===== config.mk =====
export PLATFORM = sky130hd
export DESIGN_NAME = alu_sequencer
export DESIGN_NICKNAME = d
export VERILOG_FILES = /design/src/rtl/alu_sequencer.sv
export SDC_FILE = /design/constraint.sdc
export NUM_CORES = 1
export LEC_CHECK = 0
export BUFFER_PORTS_ARGS = -buffer_cell sky130_fd_sc_hd__buf_2
export CAP_MARGIN = 10
export CORE_MARGIN = 2
export CORE_UTILIZATION = 47
export DETAILED_ROUTE_END_ITERATION = 7
export PLACE_DENSITY = 0.79
export SYNTH_ARGS = -nofsm -noshare
export SYNTH_HDL_FRONTEND = slang
export SYNTH_SLANG_ARGS = --single-unit

===== constraint.sdc =====
create_clock -name clk -period 1.6 [get_ports clk]
set_input_delay 0.32 -clock clk [delete_from_list [all_inputs] [get_ports clk]]
set_output_delay 0.32 -clock clk [all_outputs]
set_load 0.1 [all_outputs]

===== src/rtl/alu_sequencer.sv =====
// Sequences one request at a time through an external 8-bit ALU and holds the
// captured result for a ready/valid consumer. The accumulator feeds operand A on request.
module alu_sequencer #(
  parameter int COUNT_W = 8
) (
  input  logic               clk,
  input  logic               rst,
  input  logic               req_valid,
  output logic               req_ready,
  input  logic [2:0]         req_op,
  input  logic [7:0]         req_a,
  input  logic [7:0]         req_b,
  input  logic               req_use_acc,
  output logic [7:0]         alu_a,
  output logic [7:0]         alu_b,
  output logic [2:0]         alu_op,
  output logic               alu_enable_out,
  input  logic [7:0]         alu_out,
  input  logic [3:0]         alu_flags,
  output logic               rsp_valid,
  input  logic               rsp_ready,
  output logic [7:0]         rsp_data,
  output logic [3:0]         rsp_flags,
  output logic [COUNT_W-1:0] op_count
);

  localparam logic [2:0] S_IDLE    = 3'd0;
  localparam logic [2:0] S_ISSUE   = 3'd1;
  localparam logic [2:0] S_EXEC    = 3'd2;
  localparam logic [2:0] S_CAPTURE = 3'd3;
  localparam logic [2:0] S_RESP    = 3'd4;

  logic [2:0]         r_state;
  logic [2:0]         w_state_next;
  logic               r_req_ready;
  logic               r_rsp_valid;
  logic               r_enable;
  logic [7:0]         r_alu_a;
  logic [7:0]         r_alu_b;
  logic [2:0]         r_alu_op;
  logic [7:0]         r_acc;
  logic [7:0]         r_rsp_data;
  logic [3:0]         r_rsp_flags;
  logic [COUNT_W-1:0] r_op_count;
  logic               w_accept;
  logic               w_done;

  // r_req_ready is only ever high in IDLE, and stays low in the first cycle after reset.
  assign w_accept = r_req_ready & req_valid;
  assign w_done   = (r_state == S_RESP) & rsp_ready;

  always_comb begin
    w_state_next = r_state;
    case (r_state)
      S_IDLE:    if (w_accept) w_state_next = S_ISSUE;
      S_ISSUE:   w_state_next = S_EXEC;
      S_EXEC:    w_state_next = S_CAPTURE;
      S_CAPTURE: w_state_next = S_RESP;
      S_RESP:    if (rsp_ready) w_state_next = S_IDLE;
      default:   w_state_next = S_IDLE;
    endcase
  end

  // Status outputs are registered decodes of the next state so they are glitch-free.
  always_ff @(posedge clk or posedge rst) begin
    if (rst) begin
      r_state     <= S_IDLE;
      r_req_ready <= 1'b0;
      r_rsp_valid <= 1'b0;
      r_enable    <= 1'b0;
      r_alu_a     <= 8'h00;
      r_alu_b     <= 8'h00;
      r_alu_op    <= 3'd0;
      r_acc       <= 8'h00;
      r_rsp_data  <= 8'h00;
      r_rsp_flags <= 4'h0;
      r_op_count  <= '0;
    end else begin
      r_state     <= w_state_next;
      r_req_ready <= (w_state_next == S_IDLE);
      r_rsp_valid <= (w_state_next == S_RESP);
      r_enable    <= (w_state_next == S_EXEC) | (w_state_next == S_CAPTURE);
      if (w_accept) begin
        r_alu_a  <= req_use_acc ? r_acc : req_a;
        r_alu_b  <= req_b;
        r_alu_op <= req_op;
      end
      if (r_state == S_CAPTURE) begin
        r_rsp_data  <= alu_out;
        r_acc       <= alu_out;
        r_rsp_flags <= alu_flags;
      end
      if (w_done) begin
        r_op_count <= r_op_count + 1'b1;
      end
    end
  end

  assign req_ready      = r_req_ready;
  assign rsp_valid      = r_rsp_valid;
  assign alu_enable_out = r_enable;
  assign alu_a          = r_alu_a;
  assign alu_b          = r_alu_b;
  assign alu_op         = r_alu_op;
  assign rsp_data       = r_rsp_data;
  assign rsp_flags      = r_rsp_flags;
  assign op_count       = r_op_count;

endmodule


==> impl_results.md, run 1 <==
- Setup-failing EPs final: 0
- DIE AREA: 0.00445 mm^2
- Nets: 253
- Post-Synthesis Cells: 136
- Resize count post-CTS: 0
- RSZ-0062 raised after global routing: false
- Layout fillers: around 330
- Final-report hold violation count: 0
- Vias post-DR: 1311
- Pre-CTS WS: roughly 0.27 ns
- Worst-path cell with the longest stage delay: buf_2
- Number of remaining DRC errors: 0
- Syn Nets: 173
- Synth area leader: dfrtp_1
- Netlist cell types: 24
- Period minus WS final: 1.48 ns
- Status: finished, final reports clean
- Slew HR: 67.2%
- Area grow syn2layout: 31.4%
- WL final: 3670 um
- Hold WC Path Type: in2async
- Worst-Skew Late Latency: 0.30 ns
- WL/cell: 13.8 um
- Post-route ant nets: 0
- Final worst setup slack: between 0.1 and 0.15 ns
- Drt pass-1 iters: 5
- Worst EP arrival: approximately 1.2 ns
- Worst path buffer plus inverter count: 1
- Area share of the largest cell type after synthesis: 60.9%
- Number of diodes: 0
- Core box area: 0.00372 mm^2
- 1st-iter DRT viols: 54
- Total grt overflow: 0
- H-tree levels: 2
- Clock root cell: clkbuf_8
- Layout cell share with drive strength beyond 1: between 50% and 60%
- Post-Syn Area: between 0.0015 and 0.002 mm^2
- Max clock buf depth: 2
- CP max FO: 4
- Max Cap Viol: 0
- Worst slew pin tran: 0.496 ns
- Worst-path clk slew: around 0.080 ns
- Crit-path leading delay family: buffers and inverters
- Flops & latches, synth: 45
- CTS buffer count: 5
- Buffers inserted by post-CTS timing repair: 0
- GPL Wtd Cong: around 0.73
- Worst Setup End Kind: primary output
- Io pins: 78
- Starting Density: between 40% and 50%
- Clk_skew: approximately 0.0052 ns
- Hold slack: 0.0459 ns
- Slowest stage delay, CP: approximately 0.45 ns
- Chip width: ~67 um
- Detailed placer's ending HPWL: 2750 um
- CP Class: reg2out
- Fin crit share: between 90% and 100%
- TritonCTS Sinks: 45
- Startpoint type of the worst setup path: flip-flop
- Port bufs: 77
- Max Clk Rate: ~0.67 GHz
- TNS Setup: 0 ns
- Top cells by area, synth: dfrtp_1 61%, mux2_2 9.1%, mux2_1 4.9%
- Syn. warnings: 0
- Drt via density: 4.95
- Critical path required time: between 1 and 1.5 ns
- Row cnt: 22
- Die Y: between 60 and 70 um
- Mean post-synth cell area: approximately 14 um^2
- First-pass GRT wire length: 6240 um
- Total Routing Usage GR: around a fifth
- Cts hold-fix bufs: 0
- Vias in the first global route: 1338
- Largest net degree at the start of global routing: 46
- Slew Viols, Final: 0
- Critical-path cell list: buf_2
- Register area share after synthesis: between 60 and 70%
- Initial antenna violation count: 0
- CTS tree: yes
state kept, by name, summed over array words and instances (netlist names):
name            cells
op_count            8
alu_b               8
alu_op              3
rsp_data            8
r_state             3
alu_enable_out      1
rsp_flags           4
alu_a               8
rsp_valid           1
req_ready           1
per-stage QoR:
| step | cell area (um^2) | util, % | cells |
|---|---|---|---|
| global route | 2430 | 65.4 | 265 |
| floorplan | 1860 | - | 136 |
| finish | 2430 | 65.4 | 265 |
| CTS | 2430 | 65.4 | 265 |
| global placement | 2300 | 61.8 | 257 |
| detailed placement | 2300 | 61.8 | 257 |
cells by family (layout without fill, tap and decap cells):
| logic type | count (synthesis) | in the layout | share of synthesized area, % |
|---|---|---|---|
| flip-flops | 45 | 45 | 60.9 |
| multiplexers | 31 | 31 | 18.3 |
| XOR/XNOR | 8 | 8 | 3.79 |
| buffers and inverters | 7 | 88 | 2.17 |
| adder cells (fa/ha/maj) | 1 | 1 | 0.676 |
| AND/OR/NAND/NOR | 33 | 33 | 11.2 |
| AO/OA/AOI/OAI | 11 | 11 | 2.98 |
area by class of cell:
cell class,instances,area (um^2),share of cell area [%]
timing repair buffer,79,413,17.0
multi-input combinational,84,686,28.2
clock inverter,3,65.1,2.68
clock buffer,5,68.8,2.83
inverter,1,3.75,0.154
sequential,45,1130,46.7
tap,48,60.1,2.47
metal layers:
metal  up-vias  global-route usage, %  share of wire, %
li1        629                      -                 -
met1       618                   22.4                41
met2        57                   32.0                49
met3         7                   6.25               8.2
met4         0                   7.65               1.6
met5         -                      0                 0
placed cells by master, fill, tap and decap left out:
master / Yosys / final
nand4_1: 2 / 2
xor2_1: 3 / 3
nand2_2: 0 / 1
o21ai_0: 8 / 8
a21oi_1: 3 / 3
mux2i_1: 8 / 8
ha_1: 1 / 1
mux2_1: 8 / 8
buf_12: 0 / 1
nand2_1: 19 / 18
nor2_1: 3 / 3
mux2_2: 15 / 15
clkbuf_8: 0 / 5
and4bb_1: 1 / 1
nand3_1: 1 / 1
nand4bb_4: 1 / 1
nand3b_4: 1 / 1
bufinv_16: 0 / 2
or4b_1: 1 / 1
clkinv_2: 0 / 1
dfrtp_1: 45 / 39
clkinv_1: 0 / 1
nor4_4: 1 / 1
xnor2_1: 5 / 5
buf_2: 2 / 77
nor3_1: 3 / 3
buf_4: 1 / 1
dfrtp_2: 0 / 6
worst min-delay path, stage by stage:
cell      delay (ns)
buf_2           0.10
clkinv_1        0.06
buf_12          0.24
path summary, 6_finish.rpt:
path	start	end	slack, ns	cells past startpoint
setup / recovery	op_count[5]	op_count[5]	0.12	1
hold / removal	rst	alu_a[0]	0.05	3
setup reg to reg	r_state[0]	op_count[5]	0.26	3
hold reg to reg	op_count[7]	op_count[7]	0.47	1
max in group asynchronous	rst	req_ready	1.33	3
min in group clk	alu_flags[1]	rsp_flags[1]	0.23	2
synthesized netlist by cell type, drive strengths merged:
cell type / number
o21ai: 8
buf: 4
mux2: 23
or4b: 1
nand3: 1
nor3: 3
nand4bb: 1
nand4: 2
clkbuf: 2
inv: 1
ha: 1
nor2: 3
xnor2: 5
nor4: 1
dfrtp: 45
and4bb: 1
nand3b: 1
nand2: 19
a21oi: 3
xor2: 3
mux2i: 8
Power of run 1 is left out: the tool's default activity adds up to more than one toggle a clock period on the data nets, which glitch-free logic cannot reach.
==> run 2: changes to the inputs <==
==> config.mk (replaced) <==
export PLATFORM = sky130hd
export DESIGN_NAME = alu_sequencer
export DESIGN_NICKNAME = d
export VERILOG_FILES = /design/src/rtl/alu_sequencer.sv
export SDC_FILE = /design/constraint.sdc
export NUM_CORES = 1
export LEC_CHECK = 0
export CAP_MARGIN = 10
export CORE_MARGIN = 2
export CORE_UTILIZATION = 55
export DETAILED_ROUTE_END_ITERATION = 7
export DONT_BUFFER_PORTS = 1
export PLACE_DENSITY = 0.7
export SYNTH_ARGS = -nofsm -noshare
export SYNTH_HDL_FRONTEND = slang
export SYNTH_SLANG_ARGS = --single-unit
==> run 2 against run 1 <==
Compared with the run above:
- non-clock buffer count decreased by 34
- largest cell class unchanged
- routed wire length shrank 8.7%
- critical endpoint unchanged
- highest routed layer unchanged
- clock skew up 0.0029 ns
- worst hold slack improved by 0.049 ns
- final cell count shrank 14%
- sequential share of layout area up 2.8 points
- final area fell by 5.7%
- global-route usage decreased by 0.32 points
- register-to-register slack got worse by 0.04 ns
- flip-flop and latch count is the same
- fmax increased by 5.4%
- die area shrank 14%
==> impl_results.md, run 2 (same netlist as run 1, synthesis figures left out) <==
- Clock root cell: clkbuf_4
- Slew HR: 71.2% (+4.1 points)
- Nets: 219 (-13%)
- CTS buffer count: 5 (unchanged)
- R2R depth: 3 (unchanged)
- Buffers inserted by post-CTS timing repair: 0 (unchanged)
- Cts hold-fix bufs: 1 (+1)
- Setup-failing EPs final: 0 (unchanged)
- Area grow syn2layout: 24.0%
- Detailed placer's ending HPWL: 2570 um (-6.7%)
- WL final: 3350 um (-8.7%)
- Number of diodes: 0 (unchanged)
- TNS Setup: 0 ns (unchanged)
- HP Start: alu_out[4]
- Post-route ant nets: 0 (unchanged)
- Register Area: 0.00113 mm^2 (unchanged)
- CP max FO: 4 (unchanged)
- Most common cell after layout, fill and taps aside: buf_4
- Port bufs: 0 (-100%)
- TritonCTS Sinks: 45 (unchanged)
- Clk_skew: 0.00813 ns (+0.00294 ns)
- RSZ-0062 raised after global routing: false
- Critical path required time: 1.28 ns (about the same)
- Layout cell share with drive strength beyond 1: 41.5% (-10 points)
- CTS tree: yes
- Worst-path cell with the longest stage delay: dfrtp_1
- CP Class: reg2out
- Drt via density: 5.16 (+4.3%)
- Hold path endpoint: rsp_data[4]
- R2R Path Start: r_state[0]
- Vias post-DR: 1182 (-9.8%)
- Number of remaining DRC errors: 0 (unchanged)
- H-tree levels: 2 (unchanged)
- DIE AREA: 0.00384 mm^2 (-14%)
- Initial antenna violation count: 0 (unchanged)
- Layout fillers: 244 (-26%)
- Drt pass-1 iters: 4 (-1)
- Vias in the first global route: 1191 (-11%)
- Fin crit share: 88.0% (-4.7 points)
- Worst path buffer plus inverter count: 1 (unchanged)
- Resize count post-CTS: 0 (unchanged)
- Critical-path cell list: buf_4
- Placed cell count: 220 (-14%)
- GPL Wtd Cong: 0.650 (-11%)
- Status: finished, final reports clean
- Starting Density: 56.3% (+6.5 points)
- Total Routing Usage GR: 18.7% (-0.32 points)
- Worst-path clk slew: 0.12 ns (+0.04 ns)
- Startpoint type of the worst setup path: flip-flop
- First-pass GRT wire length: 5080 um (-19%)
- Fin cells: 229 (-14%)
- Die Y: 62.0 um (-7.1%)
- WL/cell: 14.6 um (+5.6%)
- Slowest stage delay, CP: 0.43 ns (-0.02 ns)
- Hold path depth: 1
- Row cnt: 21 (-4.5%)
- Hold WC Path Type: in2reg
- Chip width: 62.0 um (-7.1%)
- Commonest non-fill, non-tap cells in the layout: 43 x buf_4, 39 x dfrtp_1, 18 x nand2_1
- 1st-iter DRT viols: 24 (-56%)
- Reg2Reg Capture Point: op_count[7]
- Final-report hold violation count: 0 (unchanged)
- Max Cap Viol: 0 (unchanged)
- Io pins: 78 (unchanged)
- Flop2flop setup slack: 0.22 ns (-0.04 ns)
- Largest net degree at the start of global routing: 27 (-41%)
- Core box area: 0.00328 mm^2 (-12%)
- Worst slew pin tran: 0.431 ns (-0.0648 ns)
- Worst Setup End Kind: primary output
- Multi-input logic area: 686 um^2 (unchanged)
- Total grt overflow: 0 (unchanged)
- Period minus WS final: 1.41 ns (-0.0759 ns)
- Max clock buf depth: 2 (unchanged)
- Slew Viols, Final: 0 (unchanged)
- Max Clk Rate: 0.711 GHz (+5.4%)
- Worst-Skew Late Latency: 0.34 ns (+0.04 ns)
- Worst EP arrival: 1.09 ns (-0.07 ns)
- Crit-path leading delay family: flip-flops
[run 2: cell types whose count changed in the layout (fill, tap and decap cells not counted)]
cell           change
dlygate4sd3_1      +1
buf_2             -77
bufinv_16          -2
clkinv_2           -1
clkbuf_8           -4
buf_4             +42
clkbuf_1           +2
inv_2              +1
clkbuf_4           +5
clkinv_1           -1
[run 2: how the worst max path moves through the flow]
| stage | slack (ns) | endpoint | from | cells after the start |
|---|---|---|---|---|
| floorplan | 0.03 | op_count[7] | op_count[5] | 3 |
| finish | 0.19 | op_count[5] | op_count[5] | 1 |
| global placement | 0.31 | op_count[7] | r_state[0] | 3 |
| detailed placement | 0.23 | op_count[7] | r_state[0] | 3 |
| global route | 0.13 | op_count[7] | r_state[0] | 3 |
| CTS | 0.18 | op_count[5] | op_count[5] | 1 |
[run 2: per-layer routing]
layer	share of wire [%]	vias up	track usage, %
li1	-	559	-
met1	39	571	21.1
met2	51	45	31.5
met3	8.0	7	5.80
met4	1.9	0	10.0
met5	0	-	0
[run 2: layout make-up]
type	instances	area share, %
flip-flops and latches	45	49.5
multi-input cells	84	29.9
repair buffers	45	15.4
clock buffers	8	2.57
well taps	46	2.51
inverters	1	0.164
[run 2: per-stage QoR]
| stage | area (um^2) | hold slack (ns) | utilization [%] | worst slack [ns] |
|---|---|---|---|---|
| finish | 2290 | 0.0945 | 69.8 | 0.193 |
| global route | 2290 | 0.0575 | 69.8 | 0.131 |
| CTS | 2290 | 0.0785 | 69.8 | 0.176 |
| detailed placement | 2220 | 0.228 | 67.7 | 0.233 |
| global placement | 2220 | 0.219 | 67.7 | 0.310 |
| floorplan | 1860 | 0.452 | - | 0.0336 |
Power of run 2 is left out for the same reason.
